--- config.mk ---
export PLATFORM = sky130hd
export DESIGN_NAME = comparator_nbit
export DESIGN_NICKNAME = d
export VERILOG_FILES = /design/src/rtl/comparator_nbit.sv
export SDC_FILE = /design/constraint.sdc
export NUM_CORES = 1
export LEC_CHECK = 0
export CORE_AREA = 2 2 39 41
export DETAILED_ROUTE_END_ITERATION = 10
export DIE_AREA = 0 0 41 43
export DONT_BUFFER_PORTS = 1
export PLACE_DENSITY_LB_ADDON = 0.12
export SLEW_MARGIN = 20
export SYNTH_ARGS = -nofsm -noshare
export SYNTH_HDL_FRONTEND = slang
export SYNTH_SLANG_ARGS = --single-unit
--- constraint.sdc ---
create_clock -name clk -period 1.8 [get_ports clk]
set_clock_uncertainty 0.05 [all_clocks]
set_input_delay 0.27 -clock clk [delete_from_list [all_inputs] [get_ports clk]]
set_output_delay 0.27 -clock clk [all_outputs]
set_load 0.02 [all_outputs]
--- src/rtl/comparator_nbit.sv ---
// Registered N-bit magnitude comparator producing a one-hot {gt, eq, lt} code.
// Latency: 1 clock from operand capture to R/out_valid. Throughput: 1 compare/clock.
// Backpressure: none; in_valid is a capture enable, and R holds while in_valid is low.
module comparator_nbit #(
   parameter int N      = 4,
   parameter bit SIGNED = 1'b0
) (
   input  logic         clk,
   input  logic         rst_n,
   input  logic [N-1:0] A,
   input  logic [N-1:0] B,
   input  logic         in_valid,
   output logic [2:0]   R,
   output logic         out_valid
);

   // In signed mode, inverting the sign bit maps two's-complement order onto
   // unsigned order, so one unsigned cascade serves both modes. Equality is
   // unaffected because both operands get the same bit flipped.
   localparam logic [N-1:0] L_SIGN_MASK = SIGNED ? (N'(1) << (N - 1)) : '0;

   logic [N-1:0] w_a_ord;
   logic [N-1:0] w_b_ord;
   logic         w_gt;
   logic         w_lt;
   logic         w_eq;

   logic [2:0]   r_rel;
   logic         r_vld;

   assign w_a_ord = A ^ L_SIGN_MASK;
   assign w_b_ord = B ^ L_SIGN_MASK;

   // MSB-first bit-slice cascade: the first differing bit decides the relation.
   always_comb begin
      w_gt = 1'b0;
      w_lt = 1'b0;
      for (int i = N - 1; i >= 0; i--) begin
         if (!w_gt && !w_lt) begin
            if (w_a_ord[i] && !w_b_ord[i]) begin
               w_gt = 1'b1;
            end else if (!w_a_ord[i] && w_b_ord[i]) begin
               w_lt = 1'b1;
            end
         end
      end
   end

   // Equal only when no slice resolved a difference, which keeps the code one-hot.
   assign w_eq = ~(w_gt | w_lt);

   // Capture the relation on a valid cycle; hold R and drop out_valid otherwise.
   always_ff @(posedge clk or negedge rst_n) begin
      if (!rst_n) begin
         r_rel <= 3'b000;
         r_vld <= 1'b0;
      end else if (in_valid) begin
         r_rel <= {w_gt, w_eq, w_lt};
         r_vld <= 1'b1;
      end else begin
         r_vld <= 1'b0;
      end
   end

   assign R         = r_rel;
   assign out_valid = r_vld;

endmodule

### After elaboration in Yosys (flattened, before gate mapping)

Index checks and enable logic that the tools add are counted.

* output and inout bits: 4
* flip-flop bits (word level): 4

* bitwise operators: 2
* reductions and logical operators: 25
* muxes and demuxes: 19

Operator list (number)
* 1-bit 2-to-1 mux: 19
* 1-bit logical NOT: 14
* 1-bit logical AND: 11
* 1-bit NOT: 1
* 1-bit bitwise OR: 1

### Depth between registers and ports, before layout

* depth after elaboration: 15
* gate-level depth with buffers: 5
* gate-level depth less buffers: 5

### Worst setup path before layout

OpenSTA, ideal clock, no wires.

* path type: input to register
* from: input port A[3]
* to: register r_rel[1], in the netlist R[1]
* stages on the path: 5
* slack: 0.546 ns
* buffers on the path: 0
* data arrival time: 1.104 ns
* data required time: 1.649 ns
* library setup time: 0.101 ns
* cells stage by stage: inv_1 -> ha_1 -> a31oi_1 -> nand3_1 -> o32ai_1

* cells in the longest elaborated chain, start to end: 15
* elaborated cells on any way between the ends: 32
* classes of those cells: mux: 18; bitwise: 2; reduce/logical: 12

Ends and longest elaborated chain
* from (decl): line 10 `input logic [N-1:0] A,`
* 1-bit logical NOT: line 42 `end else if (!w_a_ord[i] && w_b_ord[i]) begin`
* 1-bit logical AND: line 42
* 1-bit 2-to-1 mux: line 42
* 1-bit 2-to-1 mux: line 40 `if (w_a_ord[i] && !w_b_ord[i]) begin`
* 1-bit 2-to-1 mux or 1-bit logical NOT (tied branches): line 42, 39
* 1-bit 2-to-1 mux or 1-bit logical AND (tied branches): line 40, 39
* 1-bit 2-to-1 mux: line 39 `if (!w_gt && !w_lt) begin`
* 1-bit 2-to-1 mux or 1-bit logical NOT (tied branches): line 42, 39
* 1-bit 2-to-1 mux or 1-bit logical AND (tied branches): line 40, 39
* 1-bit 2-to-1 mux: line 39
* 1-bit 2-to-1 mux or 1-bit logical NOT (tied branches): line 42, 39
* 1-bit 2-to-1 mux or 1-bit logical AND (tied branches): line 40, 39
* 1-bit 2-to-1 mux: line 39
* 1-bit bitwise OR *: line 50 `assign w_eq = ~(w_gt | w_lt);`
* 1-bit NOT *: line 50
* to (signal assigned): line 58 `r_rel <= {w_gt, w_eq, w_lt};`
* to (decl): line 28 `logic [2:0] r_rel;`

Mark *: on every way between the ends. The rest lies on a longest branch, timed or not.
A chain may end at the register's enable or synchronous reset.

### Final worst setup path

Same ends and word-level chain as after synthesis.

==> reports/metrics.cfg <==
[outcome]
status = complete, no violations

[die]
ios = 15
core_um2 = 1380
die_width_um = 41
dieArea_um2 = 1760
rows = 14
die_h_um = 43
initial_core_util_pct = 17.4

[synth]
synth_cell_types = 10
ys_warn_count = 0
synth_fp_nets = 40
synth.ff_latch_count = 4
ys_seq_area_share_pct = 41.7
syn_inst = 27
synth_area_um2 = 240
syn_avg_cell_area_um2 = 8.90

[drt]
drc = 0
dr.pass1.iters = 3
ant_nets = 0
num_vias = 200
wl_per_cell_um = 10.3
finalWirelength_um = 486
drtIter0Drc = 1
viasPerCell = 4.26

[clock_network]
cts_tree = built
cts_sinks = 4
cts_root_buffer = clkbuf_4
clk_path_buf_depth = 2
cts_buffers = 3
htreeDepth = 1
clkTransAtPathRegs_ns = 0.04
clkLatencyLatePin_ns = 0.23

[critical_path]
path_class = in2reg
r2r_setup_slack_ns = 1.01
critPathLaunchType = input port
required_ns = 1.89
worstSetupEndpointType = register
critPathMaxFanout = 3
arrival_ns = 1.21

[cells_and_area]
multi_input_area_um2 = 114
seqCellArea_um2 = 100
fillers = 160
final_cell_mix = inv_1 (7), dfrtp_1 (4), a31oi_1 (4)
fin_area_um2 = 293
drive_above_1_share_pct = 16.1
syn2layout_area_growth_pct = 21.9
finalNetCount = 46
antennaDiodeCount = 0
final_common_cell = inv_1

[timing]
hold_viol_final = 0
setup_viol = 0
layout_min_cycle_time_ns = 1.13
worst_slew_pin_slew_ns = 0.298
relSlewSlack_pct = 80.1
rsz0062_at_grt = no
setup_tns_ns = 0
clock.fmax_ghz = 0.887
fin_crit_sh_pct = 62.6
slew_violations = 0

[placed_design]
gp_congestion = 0.613
dpl_cell_area_um2 = 260
port_buffers = 0
dp.final_hpwl_um = 413

[global_routing]
track_usage_pct = 7.42
grt_pass1_wl_um = 841
antenna_found_initial = 0
first_global_vias = 216
grt_max_degree = 8
gr-total-overflow = 0

[power_and_ir_drop]
seq_power_share_pct = 44.9
internal_power_uw = 190
power_density_nw_per_um2 = 893
ir_worst_vdd_v = 0.000174
netSwitchingPower_uw = 71.5
p_sw_share_pct = 27.4
p_leak_uw = 0.000142
combPwrFrac_pct = 12.0
p_clk_share_pct = 43.1

[job]
cap_viol_max_count = 0

[hold_path]
min_path_type = in2reg

-- cell type report --
| type | count | share of cell area, % |
|---|---|---|
| flip-flops and latches | 4 | 34.2 |
| inverters | 7 | 8.97 |
| multi-input cells | 16 | 38.9 |
| well taps | 16 | 6.84 |
| clock buffers | 3 | 7.69 |
| repair buffers | 1 | 3.42 |
-- power groups by stage --
| stage | Sequential [uW] | Combinational (uW) | Clock (uW) |
|---|---|---|---|
| finish | 117 | 31.3 | 113 |
| global route | 119 | 37.4 | 121 |
| CTS | 118 | 31.8 | 119 |
| detailed placement | 119 | 28.5 | 0 |
| global placement | 119 | 27.5 | 0 |
| floorplan | 117 | 24.2 | 0 |
-- layer usage --
| metal | GRT usage, % | vias to the layer above | part of all wire, % | wire length [um] |
|---|---|---|---|---|
| li1 | - | 98 | - | - |
| met4 | 10.0 | 0 | 4.3 | 21 |
| met1 | 8.01 | 90 | 37 | 181 |
| met5 | 0 | - | 0 | 0 |
| met2 | 10.3 | 10 | 50 | 243 |
| met3 | 0.524 | 2 | 8.2 | 40 |
-- state kept, by name (all words and copies together) (netlist names) --
| signal | cells |
|---|---|
| R | 3 |
| out_valid | 1 |
-- per-stage QoR --
stage | hold WS (ns) | instances | util [%] | setup slack [ns] | power [uW]
after floorplan | -0.0756 | 27 | - | 0.546 | 141
after global placement | -0.0755 | 43 | 18.8 | 0.444 | 146
after CTS | 0.00415 | 47 | 21.2 | 0.652 | 268
final | 0.0113 | 47 | 21.2 | 0.673 | 261
after global routing | 0.00133 | 47 | 21.2 | 0.480 | 278
after detailed placement | -0.0755 | 43 | 18.8 | 0.395 | 147
-- cells by family after synthesis --
logic type	after synthesis	synth area share (%)
compound gates	5	14.1
fa+ha+maj	4	19.8
buf+inv	7	10.9
flops	4	41.7
simple gates	7	13.5
-- worst paths after layout --
path / cells after the start / endpoint / from
worst max-delay path: 5 / R[1] / A[3]
worst max register to register: 2 / R[0] / R[0]
max in group asynchronous: 1 / R[0] / rst_n
min in group asynchronous: 1 / R[1] / rst_n
worst min register to register: 2 / R[1] / R[1]
worst min-delay path: 0 / out_valid / in_valid
-- cell usage after synthesis, drive strengths merged --
library cell	instances	area, um^2
a31oi	4	25.0
dfrtp	4	100
ha	2	25.0
inv	7	26.3
maj3	2	22.5
nand2	2	7.51
nand3	1	5.00
nor2	2	7.51
nor2b	2	12.5
o32ai	1	8.76
-- worst max-delay path, cell delays in order --
cell     delay, ns
inv_1         0.02
ha_1          0.30
a31oi_1       0.29
nand3_1       0.12
o32ai_1       0.22
-- what timing repair did --
action	CTS	global route
setup endpoints to repair	0	0
resized for setup	0	0
hold buffers	1	0
hold endpoints to repair	4	0
buffers inserted	0	0
Power figures use the tool's default switching activity.
